==> config.mk <==
export PLATFORM = sky130hd
export DESIGN_NAME = program_sequencer
export DESIGN_NICKNAME = d
export VERILOG_FILES = /design/src/rtl/program_sequencer_pkg.sv /design/src/rtl/program_sequencer_return_stack.sv /design/src/rtl/program_sequencer.sv
export SDC_FILE = /design/constraint.sdc
export NUM_CORES = 1
export LEC_CHECK = 0
export BUFFER_PORTS_ARGS = -buffer_cell sky130_fd_sc_hd__buf_2
export CORE_MARGIN = 10
export CORE_UTILIZATION = 47
export DETAILED_ROUTE_END_ITERATION = 12
export MAX_ROUTING_LAYER = met4
export PLACE_DENSITY = 0.81
export SYNTH_ARGS = -nofsm -noshare
export SYNTH_HDL_FRONTEND = slang
export SYNTH_SLANG_ARGS = --single-unit
==> constraint.sdc <==
create_clock -name clk -period 3.9 [get_ports clk]
set_input_delay 0.78 -clock clk [delete_from_list [all_inputs] [get_ports clk]]
set_output_delay 0.78 -clock clk [all_outputs]
set_load 0.01 [all_outputs]
==> src/rtl/program_sequencer_pkg.sv <==
// rtl/program_sequencer_pkg.sv - shared types and constants for the program sequencer
// Contents: ps_state_t FSM encoding, PC_W / PS_PAGE_W widths, page_target() helper.
package program_sequencer_pkg;

    localparam int PC_W      = 8;
    localparam int PS_PAGE_W = 4;

    typedef enum logic [1:0] {
        PS_RESET = 2'd0,
        PS_RUN   = 2'd1,
        PS_HOLD  = 2'd2
    } ps_state_t;

    // Jumps stay inside the current 16-word page: keep the page bits of pc.
    function automatic logic [PC_W-1:0] page_target(
        input logic [PC_W-1:0]      cur_pc,
        input logic [PS_PAGE_W-1:0] nibble
    );
        return {cur_pc[PC_W-1:PS_PAGE_W], nibble};
    endfunction

endpackage

==> src/rtl/program_sequencer_return_stack.sv <==
// rtl/program_sequencer_return_stack.sv - subroutine return-address stack (PS_CALL_STACK_EN builds)
// Ports: clk, sync_reset (sync, active-high), push/din write the next free slot,
//        pop drops the top, dout is the current top (combinational), depth is the
//        registered occupancy, overflow/underflow flag a push when full / pop when empty.
// Pushes when full and pops when empty are dropped. Push and pop together are not
// arbitrated here; push wins, and the sequencer never issues both.
`ifdef PS_CALL_STACK_EN
import program_sequencer_pkg::*;

module return_stack #(
    parameter  int DEPTH = 4,
    localparam int AW    = $clog2(DEPTH),
    localparam int CW    = AW + 1
) (
    input  logic            clk,
    input  logic            sync_reset,
    input  logic            push,
    input  logic            pop,
    input  logic [PC_W-1:0] din,
    output logic [PC_W-1:0] dout,
    output logic [CW-1:0]   depth,
    output logic            overflow,
    output logic            underflow
);

    logic [PC_W-1:0] mem [DEPTH];
    logic [CW-1:0]   count;
    logic            full;
    logic            empty;
    logic [AW-1:0]   top_idx;

    assign full      = (count == CW'(DEPTH));
    assign empty     = (count == '0);
    assign overflow  = push & full;
    assign underflow = pop & empty;
    assign top_idx   = AW'(count - CW'(1));
    assign dout      = mem[top_idx];
    assign depth     = count;

    // Storage carries no reset; only entries below count are ever read.
    always_ff @(posedge clk) begin
        if (push && !full) begin
            mem[count[AW-1:0]] <= din;
        end
    end

    always_ff @(posedge clk) begin
        if (sync_reset) begin
            count <= '0;
        end else if (push && !full) begin
            count <= count + CW'(1);
        end else if (pop && !empty) begin
            count <= count - CW'(1);
        end
    end

endmodule
`endif

==> src/rtl/program_sequencer.sv <==
// rtl/program_sequencer.sv - fetch stage: program counter, next-address mux and run/hold FSM
// Ports: clk, sync_reset (sync, active-high); jmp, jmp_nz, jmp_addr, dont_jmp from
//        decoder/ALU; hold stalls and refetches; call/ret used only with PS_CALL_STACK_EN.
//        pm_addr is the combinational next PC, pc the registered PC tagging the IR,
//        running is 1 in RUN, stack_depth / stack_err report return-stack state.
// Optional feature macro: PS_CALL_STACK_EN (return stack, call/ret handling).
import program_sequencer_pkg::*;

module program_sequencer #(
    parameter int STACK_DEPTH = 4
) (
    input  logic                 clk,
    input  logic                 sync_reset,
    input  logic                 jmp,
    input  logic                 jmp_nz,
    input  logic [PS_PAGE_W-1:0] jmp_addr,
    input  logic                 dont_jmp,
    input  logic                 hold,
    input  logic                 call,
    input  logic                 ret,
    output logic [PC_W-1:0]      pm_addr,
    output logic [PC_W-1:0]      pc,
    output logic                 running,
    output logic [2:0]           stack_depth,
    output logic                 stack_err
);

    ps_state_t       state;
    ps_state_t       state_d;
    logic [PC_W-1:0] pc_inc;
    logic [PC_W-1:0] target;

    assign pc_inc = pc + PC_W'(1);
    assign target = page_target(pc, jmp_addr);

`ifdef PS_CALL_STACK_EN
    localparam int RS_CW = $clog2(STACK_DEPTH) + 1;

    logic             rs_push;
    logic             rs_pop;
    logic [PC_W-1:0]  rs_dout;
    logic [RS_CW-1:0] rs_depth;
    logic             rs_overflow;
    logic             rs_underflow;
    logic [3:0]       depth_ext;
    logic             err_q;

    return_stack #(
        .DEPTH (STACK_DEPTH)
    ) u_return_stack (
        .clk        (clk),
        .sync_reset (sync_reset),
        .push       (rs_push),
        .pop        (rs_pop),
        .din        (pc_inc),
        .dout       (rs_dout),
        .depth      (rs_depth),
        .overflow   (rs_overflow),
        .underflow  (rs_underflow)
    );

    // A full 8-entry stack does not fit the 3-bit output; it reads as 7.
    assign depth_ext   = 4'(rs_depth);
    assign stack_depth = depth_ext[3] ? 3'd7 : depth_ext[2:0];
    assign stack_err   = err_q;

    always_ff @(posedge clk) begin
        if (sync_reset) begin
            err_q <= 1'b0;
        end else if (rs_overflow || rs_underflow) begin
            err_q <= 1'b1;
        end
    end
`else
    logic unused_cfg;

    assign unused_cfg  = ^{call, ret, 32'(STACK_DEPTH)};
    assign stack_depth = 3'd0;
    assign stack_err   = 1'b0;
`endif

    // Next-address priority: reset, hold, ret, call, jmp, jmp_nz, increment.
    always_comb begin
        pm_addr = pc_inc;
`ifdef PS_CALL_STACK_EN
        rs_push = 1'b0;
        rs_pop  = 1'b0;
`endif
        if (sync_reset) begin
            pm_addr = '0;
        end else if (hold) begin
            pm_addr = pc;
        end else begin
`ifdef PS_CALL_STACK_EN
            if (ret) begin
                // Pop is issued even when empty so the stack reports underflow;
                // an empty return simply continues at pc+1.
                rs_pop  = 1'b1;
                pm_addr = (rs_depth == '0) ? pc_inc : rs_dout;
            end else if (call) begin
                rs_push = 1'b1;
                pm_addr = target;
            end else
`endif
            if (jmp) begin
                pm_addr = target;
            end else if (jmp_nz && !dont_jmp) begin
                pm_addr = target;
            end
        end
    end

    always_comb begin
        state_d = state;
        if (sync_reset) begin
            state_d = PS_RESET;
        end else begin
            case (state)
                PS_RESET: state_d = PS_RUN;
                PS_RUN:   state_d = hold ? PS_HOLD : PS_RUN;
                PS_HOLD:  state_d = hold ? PS_HOLD : PS_RUN;
                default:  state_d = PS_RESET;
            endcase
        end
    end

    always_ff @(posedge clk) begin
        if (sync_reset) begin
            pc      <= '0;
            state   <= PS_RESET;
            running <= 1'b0;
        end else begin
            pc      <= pm_addr;
            state   <= state_d;
            running <= (state_d == PS_RUN);
        end
    end

endmodule
Word-level counts from Yosys, hierarchy flattened
Cells that the tools add are included.
{ "word_totals": {"ff_bits": 11, "latchBits": 0, "mem_bits_rw": 0, "rom_bits": 0, "input_bits": 12, "out_inout_bits": 21, "wordCells": 18, "memories": 0} }
{ "op_classes": {"add_sub_neg": 1, "n_mul": 0, "div": 0, "magnitude_cmp": 0, "eq_ne": 3, "shifts": 0, "n_mux": 7, "bitwise_logic": 0, "n_reduce_logical": 4} }
{ "ops": {"columns": ["op", "n"], "rows": [
  ["8-bit 2-to-1 mux", 4],
  ["8-bit by 1-bit adder with 8-bit output (second input constant)", 1],
  ["2-bit by 1-bit equality test with 1-bit output (second input constant)", 2],
  ["2-bit 2-to-1 mux", 2],
  ["2-bit case mux with 2 select lines", 1],
  ["2-bit equality test (second input constant)", 1],
  ["2-bit logical NOT", 1],
  ["2-bit OR reduction", 1],
  ["1-bit logical AND", 1],
  ["1-bit logical NOT", 1]
]} }

Logic depth before layout (Yosys ltp)
Gate-level depths: netlist of the first run.
{ "depth": {"ltp_word": 6, "ltp_mapped": 5, "ltp_nobuf": 5} }

Least setup slack after synthesis of the first run
OpenSTA, ideal clock, no wires.
{ "synth_timing": {"path_type": "input port to output port", "start": "input port jmp_nz", "end": "output port pm_addr[1]", "t_arrival_ps": 1713, "t_required_ps": 3120, "setup_slack_ps": 1407, "path_stages": 5, "n_path_buf": 1, "cell_sequence": "nor2b_1 buf_2 or2_1 nand2_1 a311oi_1"} }
{ "synth_between": {"elab_chain_cells": 5} }
{ "synth_rtl": {"columns": ["item", "line", "rtl"], "rows": [
  ["start, declared", "program_sequencer.sv:15", "input logic jmp_nz,"],
  ["1-bit logical AND", "program_sequencer.sv:107", "end else if (jmp_nz && !dont_jmp) begin"],
  ["8-bit 2-to-1 mux", "program_sequencer.sv:107", null],
  ["8-bit 2-to-1 mux", "program_sequencer.sv:105", "if (jmp) begin"],
  ["8-bit 2-to-1 mux", "program_sequencer.sv:91", "end else if (hold) begin"],
  ["8-bit 2-to-1 mux", "program_sequencer.sv:89", "if (sync_reset) begin"],
  ["end, declared", "program_sequencer.sv:21", "output logic [PC_W-1:0] pm_addr,"]
]} }
Every way passes these cells.

Final worst setup path of the first run
{ "layout_timing": {"start": "input port dont_jmp", "end": "output port pm_addr[1]"} }
{ "layout_between": {"elab_chain_cells": 6} }
{ "layout_rtl": {"columns": ["item", "line", "rtl"], "rows": [
  ["start, declared", "program_sequencer.sv:17", "input logic dont_jmp,"],
  ["1-bit logical NOT", "program_sequencer.sv:107", null],
  ["1-bit logical AND", "program_sequencer.sv:107", null],
  ["8-bit 2-to-1 mux", "program_sequencer.sv:107", null],
  ["8-bit 2-to-1 mux", "program_sequencer.sv:105", null],
  ["8-bit 2-to-1 mux", "program_sequencer.sv:91", null],
  ["8-bit 2-to-1 mux", "program_sequencer.sv:89", null]
]} }
Every way passes these cells.

==> parameters.txt, run 1 <==
Parameter                              Value

Power
  Maximum vdd ir drop ... 0.190 mV
  Leak Pwr ... 0.000362 µW
  Power per cell area ... 319 nW/µm²

Critical path
  Category of the most critical setup path ... primary input to output port
  Most used cell along the critical path ... sky130_fd_sc_hd__buf_2
  Max Fanout on Critical Path ... 8
  Critical path startpoint ... dont_jmp
  Nature of the critical path endpoint ... output port
  Worst-path cell chain ... buf_2, nor2b_1, or2_1, nand2_1, a311oi_1, buf_2
  Critical Path Source Type ... primary input
  Worst Path Buf+Inv ... 2
  Startpoint of the worst-slack reg-to-reg timing path ... pc[0]
  Largest delay share family, worst path ... simple AND/OR/NAND/NOR gates
  Required @ worst endpoint ... 3.12 ns
  Data arrival, critical path ... 2.16 ns
  Delay of the slowest critical-path stage ... 0.46 ns
  Critical path's slowest cell ... sky130_fd_sc_hd__nor2b_1

Synthesis
  Post-synthesis cell area ... 674 µm²
  Number of synthesized register bits ... 11
  Instance count of the mapped netlist ... 81
  Number of different library cells in the post-synthesis netlist ... 30
  Sequential-to-total area share from yosys stat ... 32.7%
  Mean cell area of the mapped netlist ... 8.33 µm²
  Ys Warns ... 0

Floorplan
  DIE WIDTH ... 57.9 µm
  Starting Density ... 50.6%
  Full die area ... 3350 µm²
  Area inside the core boundary ... 1330 µm²
  Num rows ... 13
  Io pins ... 33
  Vertical die dimension ... 57.9 µm

Global routing
  Global-route congestion overflow total ... 0
  Number of global-route vias before repair ... 608
  First-pass GRT wire length ... 2600 µm
  Number of antenna violations at the first check in global routing ... 0
  Combined global-route utilization of all metal layers ... 9.61%
  Pin count of the biggest net entering global routing ... 20

Routing
  Number of vias in the routed layout ... 641
  Antenna-violating nets left ... 0
  Routed len/inst ... 13.2 µm
  Number of vias per cell ... 5.34
  DR DRC count ... 0
  Initial DRT Pass Iterations ... 5
  Routed wire length ... 1580 µm
  Number of DRC markers after the initial detailed-route iteration ... 14

Hold path
  Hold Startpoint ... state[1]
  Min-delay worst type ... register to register

Timing
  Hold Fails Final Rpt ... 0
  Max Freq ... 0.340 GHz
  Unrepaired setup endpoints after global routing ... false
  Slew at the pin closest to its max-slew limit ... 0.576 ns
  Count of final setup violators ... 0
  Max Clock Skew ... 0.00164 ns
  Aggregate negative setup slack ... 0 ns
  Max_slew headroom ... 61.5%
  Tcrit/Tclk final ... 75.4%
  Min Clock Period, post-route ... 2.94 ns
  Number of pins with negative max-slew slack in the final report ... 0

Final layout
  Post-route cell area ... 795 µm²
  Number of fill cells ... 117
  Area growth, synth to finish ... 17.8%
  Most common cell after layout, fill and taps aside ... sky130_fd_sc_hd__buf_2
  Total area of multi-input combinational cells ... 384 µm²
  Number of nets in the final layout ... 121
  Highest-count cells in the layout ignoring fill and taps ... sky130_fd_sc_hd__buf_2 (26), sky130_fd_sc_hd__nor2_1 (11), sky130_fd_sc_hd__dfxtp_1 (11)
  Ratio of cells with drive above 1 in the final layout ... 33.3%
  Register cell area after layout ... 220 µm²
  Antenna Diode Count ... 0

Place
  I/O Buffers ... 26
  Post-detailed-placement cell area ... 768 µm²
  Weighted congestion at the end of routability-driven global placement ... 0.743
  Post-DP HPWL ... 1260 µm

CTS
  Clock input transition at the sequential cells of the worst setup and hold paths ... 0.07 ns
  H-tree Lvls ... 1
  Post-CTS setup-driven buffer insertion count ... 0
  Total CTS buffers ... 3
  CTS tree ... built
  Worst-case clock buffer depth ... 2
  Post-cts sizing count ... 0
  Worst-Skew Late Latency ... 0.27 ns
  # hold bufs at CTS ... 0
  Clock tree sinks ... 11
  CTS Root Buffer Type ... sky130_fd_sc_hd__clkbuf_4

Status
  Result of the run ... finished, final reports clean

Run
  Max-cap violation count ... 0
## cells in the mapped netlist (all sizes together)
cell type	n	area, µm²
or2	1	6.26
dfxtp	11	220
nor2b	1	6.26
nand2b	2	12.5
nand3b	1	7.51
a211oi	1	12.5
mux2	1	11.3
nor2	11	41.3
nor3	5	25.0
buf	8	61.3
and2	1	6.26
and4b	1	10.0
nand4	1	6.26
clkbuf	1	5.00
a311oi	2	17.5
a31o	1	8.76
nand2	6	22.5
nor4b	1	15.0
a31oi	2	12.5
a21oi	5	25.0
ha	3	37.5
nor4	3	31.3
conb	1	3.75
o32ai	2	17.5
inv	4	15.0
xnor2	3	26.3
nand3	2	10.0
## metal layers
layer / track usage (%) / vias up / wire length (µm)
met3: 3.49 / 2 / 116
met5: - / - / 0
li1: - / 326 / -
met4: 3.02 / 0 / 16
met1: 11.6 / 286 / 746
met2: 14.4 / 27 / 705
## sequential cells by signal, indices dropped and copies added, names as in the netlist
signal,count
pc,8
state,2
running,1
## cell type report
type                            count  area share (%)
Multi-Input combinational cell     60            48.3
Sequential cell                    11            27.7
Timing Repair Buffer               26            16.4
Clock buffer                        4            3.31
Tap cell                           15            2.36
Inverter                            4            1.89
## logic make-up after synthesis
| group | count (synthesis) | share of synthesized area [%] |
|---|---|---|
| AOI/OAI and AO/OA | 13 | 13.9 |
| xor gates and xnor gates | 3 | 3.90 |
| adders and majority gates | 3 | 5.57 |
| buffers and inverters | 13 | 12.1 |
| DFF | 11 | 32.7 |
| muxes | 1 | 1.67 |
| other | 1 | 0.556 |
| and+or+nand+nor | 36 | 29.7 |
## report_power, final
part | switching [µW] | leakage [µW] | internal (µW)
sequential | 5.22 | 0.0000902 | 119
combinational | 29.1 | 0.000257 | 19.4
clock | 41.3 | 0.0000150 | 39.7
total | 75.7 | 0.000362 | 178
## metrics by stage
step | instances | setup WS (ns) | utilization [%] | hold WS, ns | total power, µW
CTS | 120 | 0.953 | 59.6 | 0.567 | 254
global placement | 116 | 1.01 | 57.6 | 0.537 | 173
global route | 120 | 0.857 | 59.6 | 0.600 | 267
detailed placement | 116 | 0.959 | 57.6 | 0.553 | 175
finish | 120 | 0.958 | 59.6 | 0.565 | 254
floorplan | 84 | 1.41 | - | 0.534 | 164
## worst paths after layout
check	cells past startpoint	slack, ns	to
hold reg to reg	2	0.56	state[0]
hold / removal	2	0.56	state[0]
setup reg to reg	5	2.61	pc[6]
setup / recovery	6	0.96	pm_addr[1]
## tightest hold or removal path: stages (launching register included)
cell and delay (ns):
sky130_fd_sc_hd__dfxtp_1 0.33, sky130_fd_sc_hd__ha_1 0.14, sky130_fd_sc_hd__nor3_1 0.05
Note: power is estimated with default switching activity, not from simulation.
==> run 2: changes to the inputs <==
- CORE_UTILIZATION: 47 -> 44
- PLACE_DENSITY: 0.81 -> 0.77
- clock period: 3.9 -> 2.94 ns (I/O delays scaled with it)
==> parameters.txt, run 2 (synthesis gave the netlist of run 1 again) <==
Parameter                              Value

Routing
  Antenna-violating nets left ... 0 (unchanged)
  Routed len/inst ... 13.5 µm (+2.6%)
  Initial DRT Pass Iterations ... 4 (-1)
  DR DRC count ... 0 (unchanged)
  Routed wire length ... 1640 µm (+3.4%)
  Number of DRC markers after the initial detailed-route iteration ... 7 (-7)
  Number of vias in the routed layout ... 633 (-1.2%)
  Number of vias per cell ... 5.23 (-2.1%)

Timing
  Slew at the pin closest to its max-slew limit ... 0.602 ns (+0.0265 ns)
  Min Clock Period, post-route ... 2.55 ns
  Max Clock Skew ... 0.00250 ns (+0.000855 ns)
  Count of final setup violators ... 0 (unchanged)
  Unrepaired setup endpoints after global routing ... false
  Tcrit/Tclk final ... 86.7%
  Max_slew headroom ... 59.8% (-1.8 points)
  Hold WS ... 0.557 ns (-0.00789 ns)
  Max Freq ... 0.392 GHz
  Hold Fails Final Rpt ... 0 (unchanged)
  Aggregate negative setup slack ... 0 ns (unchanged)
  Number of pins with negative max-slew slack in the final report ... 0 (unchanged)

CTS
  Worst-Skew Late Latency ... 0.26 ns (about the same)
  Post-CTS setup-driven buffer insertion count ... 0 (unchanged)
  Clock input transition at the sequential cells of the worst setup and hold paths ... 0.07 ns (about the same)
  CTS tree ... built
  H-tree Lvls ... 1 (unchanged)
  Post-cts sizing count ... 0 (unchanged)
  Worst-case clock buffer depth ... 2 (unchanged)
  Total CTS buffers ... 3 (unchanged)
  CTS Root Buffer Type ... sky130_fd_sc_hd__clkbuf_4
  # hold bufs at CTS ... 0 (unchanged)
  Clock tree sinks ... 11 (unchanged)

Critical path
  Critical Path Source Type ... primary input
  Required @ worst endpoint ... 2.35 ns (-0.77 ns)
  Category of the most critical setup path ... primary input to output port
  Worst Path Buf+Inv ... 2 (unchanged)
  Critical path's slowest cell ... sky130_fd_sc_hd__nor2b_1
  Max Fanout on Critical Path ... 8 (unchanged)
  Data arrival, critical path ... 1.96 ns (-0.20 ns)
  Most used cell along the critical path ... sky130_fd_sc_hd__buf_2
  Delay of the slowest critical-path stage ... 0.47 ns (about the same)
  Worst-path cell chain ... buf_2, nor2b_1, or2_1, nand2_1, a311oi_1, buf_2
  Nature of the critical path endpoint ... output port
  Largest delay share family, worst path ... simple AND/OR/NAND/NOR gates

Power
  Leak Pwr ... 0.000362 µW (unchanged)
  Design internal power ... 236 µW (+33%)
  Share of total power in the clock network ... 30.8% (-1.1 points)
  Power per cell area ... 416 nW/µm² (+30%)
  Logic pwr share ... 19.4% (+0.3 points)
  Maximum vdd ir drop ... 0.278 mV (+47%)
  Part of the total power dissipated in sequential elements ... 49.8% (+0.9 points)
  Net Sw Frac ... 28.7% (-1.1 points)
  Total net switching power ... 94.9 µW (+25%)

Global routing
  Number of global-route vias before repair ... 619 (+1.8%)
  Global-route congestion overflow total ... 0 (unchanged)
  First-pass GRT wire length ... 2620 µm (+0.54%)
  Number of antenna violations at the first check in global routing ... 0 (unchanged)
  Combined global-route utilization of all metal layers ... 9.63% (+0.028 points)
  Pin count of the biggest net entering global routing ... 20 (unchanged)

Final layout
  Biggest regs ... pc (8), state (2), running (1)
  Count of non-filler cells in the finished layout ... 121 (+0.83%)
  Most common cell after layout, fill and taps aside ... sky130_fd_sc_hd__buf_2
  Post-route cell area ... 796 µm² (+0.16%)
  Total area of multi-input combinational cells ... 384 µm² (unchanged)
  Register cell area after layout ... 220 µm² (unchanged)
  Ratio of cells with drive above 1 in the final layout ... 33.3% (unchanged)
  Area growth, synth to finish ... 18.0%
  Antenna Diode Count ... 0 (unchanged)
  Register with the most flip-flops ... pc
  Highest-count cells in the layout ignoring fill and taps ... sky130_fd_sc_hd__buf_2 (26), sky130_fd_sc_hd__nor2_1 (11), sky130_fd_sc_hd__dfxtp_1 (11)
  Number of nets in the final layout ... 121 (unchanged)
  Number of fill cells ... 158 (+35%)
  Number of flip-flops in the largest register ... 8 (unchanged)

Place
  Placed instance count ... 117 (+0.86%)
  Post-detailed-placement cell area ... 769 µm² (+0.16%)
  I/O Buffers ... 26 (unchanged)
  Post-DP HPWL ... 1270 µm (+0.17%)
  Weighted congestion at the end of routability-driven global placement ... 0.775 (+4.3%)

Status
  Result of the run ... finished, final reports clean

Floorplan
  Vertical die dimension ... 59.2 µm (+2.2%)
  DIE WIDTH ... 59.2 µm (+2.2%)
  Area inside the core boundary ... 1470 µm² (+10%)
  Full die area ... 3500 µm² (+4.4%)
  Num rows ... 14 (+1)
  Starting Density ... 45.8% (-4.7 points)
  Io pins ... 33 (unchanged)

Run
  Max-cap violation count ... 0 (unchanged)

Hold path
  Min-delay worst type ... register to register
## run 2: cell counts in the layout (fill, tap and decap cells not counted)
Identical to the previous run, type by type.
## run 2: final cells by class
cell class,instances,area share [%]
multi-input cells,60,48.3
flip-flops and latches,11,27.7
repair buffers,26,16.4
clock buffers,4,3.30
inverters,4,1.89
well taps,16,2.52
## run 2: power by group through the flow
stage	sequential [µW]	combinational (µW)	clock [µW]
floorplan	170	47.0	0
global placement	168	62.3	0
detailed placement	168	63.8	0
CTS	165	64.2	104
global route	166	74.2	107
finish	165	64.2	102
## run 2: metal layers
layer | GRT usage [%] | up-vias | part of all wire (%)
li1 | - | 323 | -
met1 | 11.6 | 279 | 49
met2 | 13.4 | 29 | 43
met3 | 3.43 | 2 | 6.4
met4 | 5.57 | 0 | 1.7
met5 | - | - | 0
## run 2: through the flow
stage / setup slack, ns / total power [µW] / util [%]
final: 0.391 / 331 / 54.1
after global routing: 0.204 / 348 / 54.1
after CTS: 0.379 / 333 / 54.1
after detailed placement: 0.410 / 232 / 52.3
after global placement: 0.426 / 230 / 52.3
after floorplan: 0.831 / 217 / -
## run 2: final timing paths
path,from,end,slack [ns],depth (start not counted)
setup / recovery,dont_jmp,pm_addr[1],0.39,6
hold / removal,pc[5],pc[5],0.56,2
setup reg to reg,pc[0],pc[6],1.66,5
hold reg to reg,pc[5],pc[5],0.56,2
## run 2: tightest hold or removal path, delay by kind of cell, from the launching register on
family           cells  cell delay (ns)
XOR/XNOR             1             0.09
flip-flops           1             0.36
AND/OR/NAND/NOR      1             0.07
